===== config.mk =====
export PLATFORM = sky130hd
export DESIGN_NAME = mmio_test_responder
export DESIGN_NICKNAME = d
export VERILOG_FILES = /design/src/rtl/mmio_test_responder.sv
export SDC_FILE = /design/constraint.sdc
export NUM_CORES = 1
export LEC_CHECK = 0
export CAP_MARGIN = 0
export CELL_PAD_IN_SITES_DETAIL_PLACEMENT = 2
export CELL_PAD_IN_SITES_GLOBAL_PLACEMENT = 2
export CORE_MARGIN = 8
export CORE_UTILIZATION = 33
export DETAILED_ROUTE_END_ITERATION = 7
export PLACE_DENSITY_LB_ADDON = 0.15
export SYNTH_ARGS = -nofsm -noshare
export SYNTH_HDL_FRONTEND = slang
export SYNTH_SLANG_ARGS = --single-unit

===== constraint.sdc =====
create_clock -name clk -period 3.5 [get_ports clk]
set_input_delay 0.35 -clock clk [delete_from_list [all_inputs] [get_ports clk]]
set_output_delay 0.35 -clock clk [all_outputs]
set_load 0.05 [all_outputs]

===== src/rtl/mmio_test_responder.sv =====
// MMIO responder: riscv-tests tohost completion, LED register, 64-bit cycle counter.
// Optional watchdog built when MMIO_WATCHDOG_EN is defined; loads are zero-wait, stores land next edge.
module mmio_test_responder #(
  parameter int                    ADDR_WIDTH     = 32,
  parameter int                    DATA_WIDTH     = 32,
  parameter int                    LED_WIDTH      = 8,
  parameter logic [ADDR_WIDTH-1:0] TOHOST_ADDR    = 32'h0000_1000,
  parameter logic [ADDR_WIDTH-1:0] LED_ADDR       = 32'h0000_1004,
  parameter logic [ADDR_WIDTH-1:0] CYCLE_ADDR     = 32'h0000_1008,
  parameter int unsigned           TIMEOUT_CYCLES = 5_000_000
) (
  input  logic                  clk,
  input  logic                  rst,
  input  logic [ADDR_WIDTH-1:0] dmem_addr,
  input  logic [DATA_WIDTH-1:0] dmem_wdata,
  input  logic                  dmem_we,
  input  logic [3:0]            dmem_be,
  output logic                  mmio_hit,
  output logic [DATA_WIDTH-1:0] mmio_rdata,
  output logic [LED_WIDTH-1:0]  leds_out,
  output logic                  test_done,
  output logic                  test_pass,
  output logic [30:0]           test_code,
  output logic                  timeout
);
  localparam logic [1:0] RUN  = 2'd0;
  localparam logic [1:0] PASS = 2'd1;
  localparam logic [1:0] FAIL = 2'd2;
  localparam logic [ADDR_WIDTH-1:0] CYCHI_ADDR = ADDR_WIDTH'(CYCLE_ADDR + 4);

  logic [1:0]            state_q, state_d;
  logic [DATA_WIDTH-1:0] tohost_q, tohost_d;
  logic [LED_WIDTH-1:0]  led_q, led_d;
  logic [63:0]           cycle_q, cycle_d;
  logic [30:0]           code_q, code_d;
  logic                  hit_tohost, hit_led, hit_cyclo, hit_cychi, tohost_acc, led_store;
  logic                  wdog_expire;
  logic                  unused_addr_lsb;

  assign unused_addr_lsb = ^dmem_addr[1:0];
  assign hit_tohost = dmem_addr[ADDR_WIDTH-1:2] == TOHOST_ADDR[ADDR_WIDTH-1:2];
  assign hit_led    = dmem_addr[ADDR_WIDTH-1:2] == LED_ADDR[ADDR_WIDTH-1:2];
  assign hit_cyclo  = dmem_addr[ADDR_WIDTH-1:2] == CYCLE_ADDR[ADDR_WIDTH-1:2];
  assign hit_cychi  = dmem_addr[ADDR_WIDTH-1:2] == CYCHI_ADDR[ADDR_WIDTH-1:2];
  assign mmio_hit   = hit_tohost | hit_led | hit_cyclo | hit_cychi;

  // Only full-word odd values count; even values are syscall requests.
  assign tohost_acc = dmem_we && hit_tohost && (dmem_be == 4'hF) && (state_q == RUN) && dmem_wdata[0];
  assign led_store  = dmem_we && hit_led;

`ifdef MMIO_WATCHDOG_EN
  localparam logic [1:0] TMO = 2'd3;
  logic [31:0] wdog_q, wdog_d;

  assign wdog_expire = (state_q == RUN) && (wdog_q == 32'(TIMEOUT_CYCLES - 1));

  always_comb begin
    wdog_d = wdog_q;
    if (led_store)           wdog_d = '0;
    else if (state_q == RUN) wdog_d = wdog_q + 32'd1;
  end

  always_ff @(posedge clk) begin
    if (rst) wdog_q <= '0;
    else     wdog_q <= wdog_d;
  end

  assign timeout = (state_q == TMO);
`else
  localparam int unsigned UNUSED_TIMEOUT = TIMEOUT_CYCLES;
  assign wdog_expire = 1'b0;
  assign timeout     = 1'b0;
`endif

  always_comb begin
    state_d  = state_q;
    tohost_d = tohost_q;
    code_d   = code_q;
    if (tohost_acc) begin
      tohost_d = dmem_wdata;
      if (dmem_wdata == DATA_WIDTH'(1)) begin
        state_d = PASS;
      end else begin
        state_d = FAIL;
        code_d  = dmem_wdata[31:1];
      end
    end
`ifdef MMIO_WATCHDOG_EN
    else if (wdog_expire) begin
      state_d = TMO;
    end
`endif
  end

  // Freezing on the completing edge makes the count read in the store cycle final.
  assign cycle_d = ((state_q == RUN) && (state_d == RUN)) ? cycle_q + 64'd1 : cycle_q;

  always_comb begin
    led_d = led_q;
    if (led_store) begin
      for (int i = 0; i < LED_WIDTH; i++) begin
        if (dmem_be[i/8]) led_d[i] = dmem_wdata[i];
      end
    end
  end

  always_ff @(posedge clk) begin
    if (rst) begin
      state_q  <= RUN;
      tohost_q <= '0;
      led_q    <= '0;
      cycle_q  <= '0;
      code_q   <= '0;
    end else begin
      state_q  <= state_d;
      tohost_q <= tohost_d;
      led_q    <= led_d;
      cycle_q  <= cycle_d;
      code_q   <= code_d;
    end
  end

  always_comb begin
    mmio_rdata = '0;
    if (hit_tohost)     mmio_rdata = tohost_q;
    else if (hit_led)   mmio_rdata = DATA_WIDTH'(led_q);
    else if (hit_cyclo) mmio_rdata = DATA_WIDTH'(cycle_q[31:0]);
    else if (hit_cychi) mmio_rdata = DATA_WIDTH'(cycle_q[63:32]);
  end

  assign leds_out  = led_q;
  assign test_done = (state_q != RUN);
  assign test_pass = (state_q == PASS);
  assign test_code = code_q;
endmodule


==> out/metrics.cfg, run 1 <==
[die]
die-height_um=164
rows=54
die_w_um=164
initial_core_util_pct=33.2
core_area_um2=21600
io_pins=146
die_area_um2=26700

[power_and_ir_drop]
leakage_nw=3.21
p_per_area_nw_per_um2=382
seqPwrFrac_pct=42.3
power_switching_mw=0.950
ir_drop_v=0.000216
switching_share_pct=25.7
p_int_mw=2.75
clkPwrFrac_pct=52.6
comb_power_share_pct=5.0

[critical_path]
reg2reg_from=cycle_q[0]$_SDFFE_PP0P_
cp-end-kind=output pin
arrival_ns=2.46
crit_type=in -> out
worstPathRequired_ns=3.15
cp-start-kind=primary input
cp_max_fo=14
startpoint=dmem_addr[28]

[yosys]
syn_area_per_cell_um2=8.18
syn-num-nets=950
synth_adder_area_share_pct=0.174
ys_seq_elements=137
synth_xor_area_share_pct=0.122
synth_area_um2=7180
ys_seq_area_share_pct=38.2
synth-compound-area-share_pct=17.0
muxShareOfSynthArea_pct=8.85
synth_cell_types=52
synth_top_family_by_area=simple AND/OR/NAND/NOR gates
synthCells=878
synthSimpleGateAreaFrac_pct=30.7
yosys_warnings=0

[timing]
maxSlewHeadroom_pct=47.1
finalSetupTns_ns=0
fin_skew_ns=0.0132
hold_viol_final=0
fmax_mhz=356
slew_viol_final=0
setup_violations=0
finalCritPeriodShare_pct=80.3
fin_crit_ns=2.81
worstMarginPinSlew_ns=0.786
rsz0062_at_grt=false

[clock_network]
worstSkewPairLatency_ns=0.43
cts_resized=0
postCtsSetupBuffers=0
cts_buffers=17
cts.htree.levels=4
clockRootBuffer=clkbuf_16
postCtsHoldBufs=0
cts_buffer_depth=2
tritoncts=done
clock-sinks=137
clk_pin_slew_ns=0.07

[place]
dp_cells=1255
post-dp-hpwl_mm=21.3
routabilityCongestion=0.763
portBuffers=142

[finish]
antenna_cells=0
drive_above_1_share_pct=13.1
final_util_pct=44.7
fin_cells=1287
nFillCells=2406
areaGrowthSynthToFinish_pct=34.6
layout_common_cells=a21oi_1, dfxtp_1, clkdlybuf4s50_1, nor2_1, nand2_1
mostFrequentLayoutCell=a21oi_1
fin_nets=1066

[drt]
drc=0
via_per_inst=5.83
drtAntennaViolNets=0
drtIter0Drc=327
drt_wl_total_mm=30.1
firstDrtPassIters=4
wl_per_cell_um=23.4
vias=7500

[global_routing]
grt_pass1_wl_mm=47.2
grt_max_degree=73
grt_usage_pct=22.6
antenna_found_initial=0
overflow=0
grt_pass1_vias=8099

[run_status]
status=finished clean

[run]
cap_violations=0

[worst_hold_path]
hold_class=in -> reg
min_from=rst

-- worst max-delay path, cell delays in order --
cell             delay, ns
clkdlybuf4s50_1       0.41
nor4_1                0.39
and4_1                0.53
nand2_1               0.13
buf_4                 0.22
nor2_1                0.24
buf_12                0.18
-- final timing paths --
| check | endpoint | depth (start not counted) | slack, ns |
|---|---|---|---|
| max | mmio_rdata[14] | 7 | 0.69 |
| min | leds_out[0]$_SDFFE_PP0P_ | 2 | 0.43 |
| max reg2reg | cycle_q[52]$_SDFFE_PP0P_ | 6 | 0.79 |
| min reg2reg | tohost_q[5]$_SDFFE_PP0N_ | 2 | 0.47 |
-- stage by stage --
stage	power, mW	hold slack [ns]	setup WS (ns)	cell area [um^2]
floorplan	1.67	0.431	0.936	7180
global placement	1.78	0.448	0.725	9050
detailed placement	1.79	0.458	0.614	9050
CTS	3.74	0.434	0.684	9670
global route	3.80	0.449	0.519	9670
finish	3.70	0.434	0.691	9670
-- registers in the layout, summed over array words and instances, names as in the netlist --
| name | count |
|---|---|
| cycle_q | 64 |
| tohost_q | 32 |
| state_q | 2 |
| leds_out | 8 |
| test_code | 31 |
-- metal layers --
layer	vias to the layer above	global-route usage [%]	wire (um)
met5	-	0	0
met4	0	5.62	473
met3	35	4.23	1290
met2	171	38.6	15100
met1	3805	28.8	13300
li1	3489	-	-
-- synthesized netlist by cell type (all sizes together) --
cell type / n / area [um^2]
nor2: 88 / 338
nor2b: 13 / 81.3
nand2: 78 / 295
dfxtp: 137 / 2740
nor4b: 2 / 17.5
and4: 3 / 26.3
conb: 1 / 3.75
xor2: 1 / 8.76
o21ai: 45 / 225
nor4: 29 / 245
buf: 23 / 156
or4: 34 / 263
o311ai: 1 / 16.3
or3: 14 / 87.6
nand4b: 3 / 41.3
nor3: 13 / 86.3
mux2i: 32 / 320
mux4: 8 / 180
and2: 3 / 18.8
o31ai: 33 / 248
mux2: 12 / 135
nand4bb: 2 / 22.5
nand2b: 1 / 6.26
or4b: 3 / 30.0
nand3: 44 / 220
or2: 3 / 18.8
and3: 17 / 106
a21oi: 139 / 696
o41ai: 4 / 35.0
inv: 11 / 41.3
nand4: 35 / 259
ha: 1 / 12.5
nand3b: 4 / 42.5
clkbuf: 41 / 155
-- power groups by stage --
stage / logic, mW / clock network [mW] / registers (mW)
floorplan: 0.0703 / 0 / 1.60
global placement: 0.180 / 0 / 1.60
detailed placement: 0.184 / 0 / 1.60
CTS: 0.186 / 1.99 / 1.57
global route: 0.198 / 2.04 / 1.57
finish: 0.185 / 1.95 / 1.57
-- area by class of cell --
cell class | instances | area [um^2] | share of cell area [%]
inverters | 11 | 41.3 | 0.427
well taps | 280 | 350 | 3.62
flip-flops and latches | 137 | 2740 | 28.4
clock inverters | 15 | 194 | 2.01
multi-input cells | 666 | 4090 | 42.3
repair buffers | 161 | 1820 | 18.9
clock buffers | 17 | 425 | 4.40
-- logic make-up after synthesis --
kind of cell,after synthesis
XOR/XNOR,1
adder cells (fa/ha/maj),1
AO/OA/AOI/OAI,222
AND/OR/NAND/NOR,389
buffers and inverters,75
multiplexers,52
flip-flops,137
other,1
Note: power is estimated with default switching activity, not from simulation.
==> run 2, diff against run 1 <==
--- a/config.mk
+++ b/config.mk
@@ -9,7 +9,7 @@
 export CELL_PAD_IN_SITES_DETAIL_PLACEMENT = 2
 export CELL_PAD_IN_SITES_GLOBAL_PLACEMENT = 2
 export CORE_MARGIN = 8
-export CORE_UTILIZATION = 33
+export CORE_UTILIZATION = 30
 export DETAILED_ROUTE_END_ITERATION = 7
 export PLACE_DENSITY_LB_ADDON = 0.15
 export SYNTH_ARGS = -nofsm -noshare
==> constraint.sdc (replaced) <==
create_clock -name clk -period 2.7 [get_ports clk]
set_input_delay 0.27 -clock clk [delete_from_list [all_inputs] [get_ports clk]]
set_output_delay 0.27 -clock clk [all_outputs]
set_load 0.05 [all_outputs]
==> run 2 against run 1 <==
Wire length is 0.22% higher. Worst setup slack got worse by 0.56 ns. Clock power is 22% higher. Sequential share of layout area fell by 1.1 points. Combinational power up 34%. Largest cell class unchanged. Highest routed layer unchanged. Design area rose by 4.2%. Count of clock-buffer cells in the layout up 1. Non-clock buffer count grew 31. Via count down 0.32%. Register-to-register slack got worse by 0.66 ns.
==> out/metrics.cfg, run 2 (synthesized netlist as in run 1, its figures left out) <==
[drt]
via_per_inst=5.51
vias=7476
drtIter0Drc=303
drc=0
drtAntennaViolNets=0
drt_wl_total_mm=30.2
firstDrtPassIters=4
wl_per_cell_um=22.3

[power_and_ir_drop]
ir_drop_v=0.000390
leakage_nw=3.39
p_per_area_nw_per_um2=461

[finish]
largest_reg_flops=64
nFillCells=2612
areaGrowthSynthToFinish_pct=40.3
largest-register=cycle_q
mostFrequentLayoutCell=a21oi_1
antenna_cells=0
fin_nets=1097
drive_above_1_share_pct=15.9
layout_common_cells=a21oi_1, dfxtp_1, clkdlybuf4s50_1, nor2_1, nand2_1

[global_routing]
overflow=0
grt_pass1_vias=8157
grt_pass1_wl_mm=48.0
grt_usage_pct=21.1
antenna_found_initial=0
grt_max_degree=63

[critical_path]
crit_type=reg -> reg
cp-end-kind=register
cp_max_fo=10
worstPathRequired_ns=3.04
cp-start-kind=register
arrival_ns=2.91

[clock_network]
cts.htree.levels=4
clk_pin_slew_ns=0.07
cts_buffer_depth=2
clockRootBuffer=clkbuf_16
worstSkewPairLatency_ns=0.43
clock-sinks=137
postCtsHoldBufs=0
cts_buffers=17
cts_resized=0
postCtsSetupBuffers=0
tritoncts=done

[die]
die-height_um=171
die_area_um2=29100
die_w_um=171
io_pins=146
core_area_um2=23500
rows=56
initial_core_util_pct=30.6

[timing]
slew_viol_final=0
fin_crit_ns=2.57
fmax_mhz=389
setup_ws_ns=0.131
setup_violations=0
maxSlewHeadroom_pct=60.5
worstMarginPinSlew_ns=0.588
rsz0062_at_grt=false
finalCritPeriodShare_pct=95.1
finalSetupTns_ns=0
hold_viol_final=0
fin_skew_ns=0.0136

[run_status]
status=finished clean

[place]
routabilityCongestion=0.786
portBuffers=142
place_worst_setup_slack_ns=0.206
post-dp-hpwl_mm=22.2

[run]
cap_violations=0

[worst_hold_path]
hold_class=in -> reg

run 2: changes by cell type in the layout (fill, tap and decap cells not counted):
cell       before  now
inv_8           5    4
nor2_1         87   86
nor4_2          3    4
inv_6           5    6
buf_12         28   40
nor4_1         23   22
nor2_2          0    1
bufinv_16       2    0
clkinv_8        1    2
clkbuf_8        0    1
buf_4          25   44
run 2: where the power goes:
part	internal, mW	switching, mW	total, mW
clock network	1.26	1.11	2.37
logic	0.128	0.120	0.248
registers	2.02	0.00561	2.03
total	3.41	1.23	4.65
run 2: final cells by class:
type,count,area [um^2],share of cell area (%)
multi-input cells,666,4100,40.7
flip-flops and latches,137,2740,27.2
clock buffers,18,439,4.36
repair buffers,192,2210,21.9
clock inverters,14,148,1.47
well taps,319,399,3.96
inverters,11,41.3,0.410
run 2: through the flow:
| step | utilization [%] | area (um^2) | hold WS (ns) | power, mW | cells |
|---|---|---|---|---|---|
| 6_report | 42.9 | 10100 | 0.268 | 4.65 | 1357 |
| 3_5_place_dp | 40.4 | 9480 | 0.454 | 2.32 | 1325 |
| 5_1_grt | 42.9 | 10100 | 0.283 | 4.80 | 1357 |
| 2_1_floorplan | - | 7180 | 0.410 | 2.16 | 878 |
| 3_3_place_gp | 40.4 | 9480 | 0.442 | 2.32 | 1325 |
| 4_1_cts | 42.9 | 10100 | 0.267 | 4.70 | 1357 |
run 2: critical path: stages, from the launching register on:
cell	delay (ns)
dfxtp_1	0.47
ha_1	0.28
nand4_1	0.17
nor4_4	0.48
nand4_2	0.37
or4_1	0.56
a21oi_1	0.17
run 2: worst paths after layout:
path / startpoint / endpoint / slack (ns) / depth (start not counted)
worst max register to register: cycle_q[0]$_SDFFE_PP0P_ / cycle_q[58]$_SDFFE_PP0P_ / 0.13 / 6
worst max-delay path: cycle_q[0]$_SDFFE_PP0P_ / cycle_q[58]$_SDFFE_PP0P_ / 0.13 / 6
worst min-delay path: rst / cycle_q[33]$_SDFFE_PP0P_ / 0.27 / 2
worst min register to register: tohost_q[4]$_SDFFE_PP0N_ / tohost_q[4]$_SDFFE_PP0N_ / 0.47 / 2
run 2: layer usage:
metal,wire (um),vias to the layer above,track usage [%],part of all wire (%)
met2,14700,127,35.7,49
li1,-,3554,-,-
met5,0,-,0,0
met4,344,0,5.38,1.1
met1,14100,3769,27.4,47
met3,1070,26,3.48,3.5
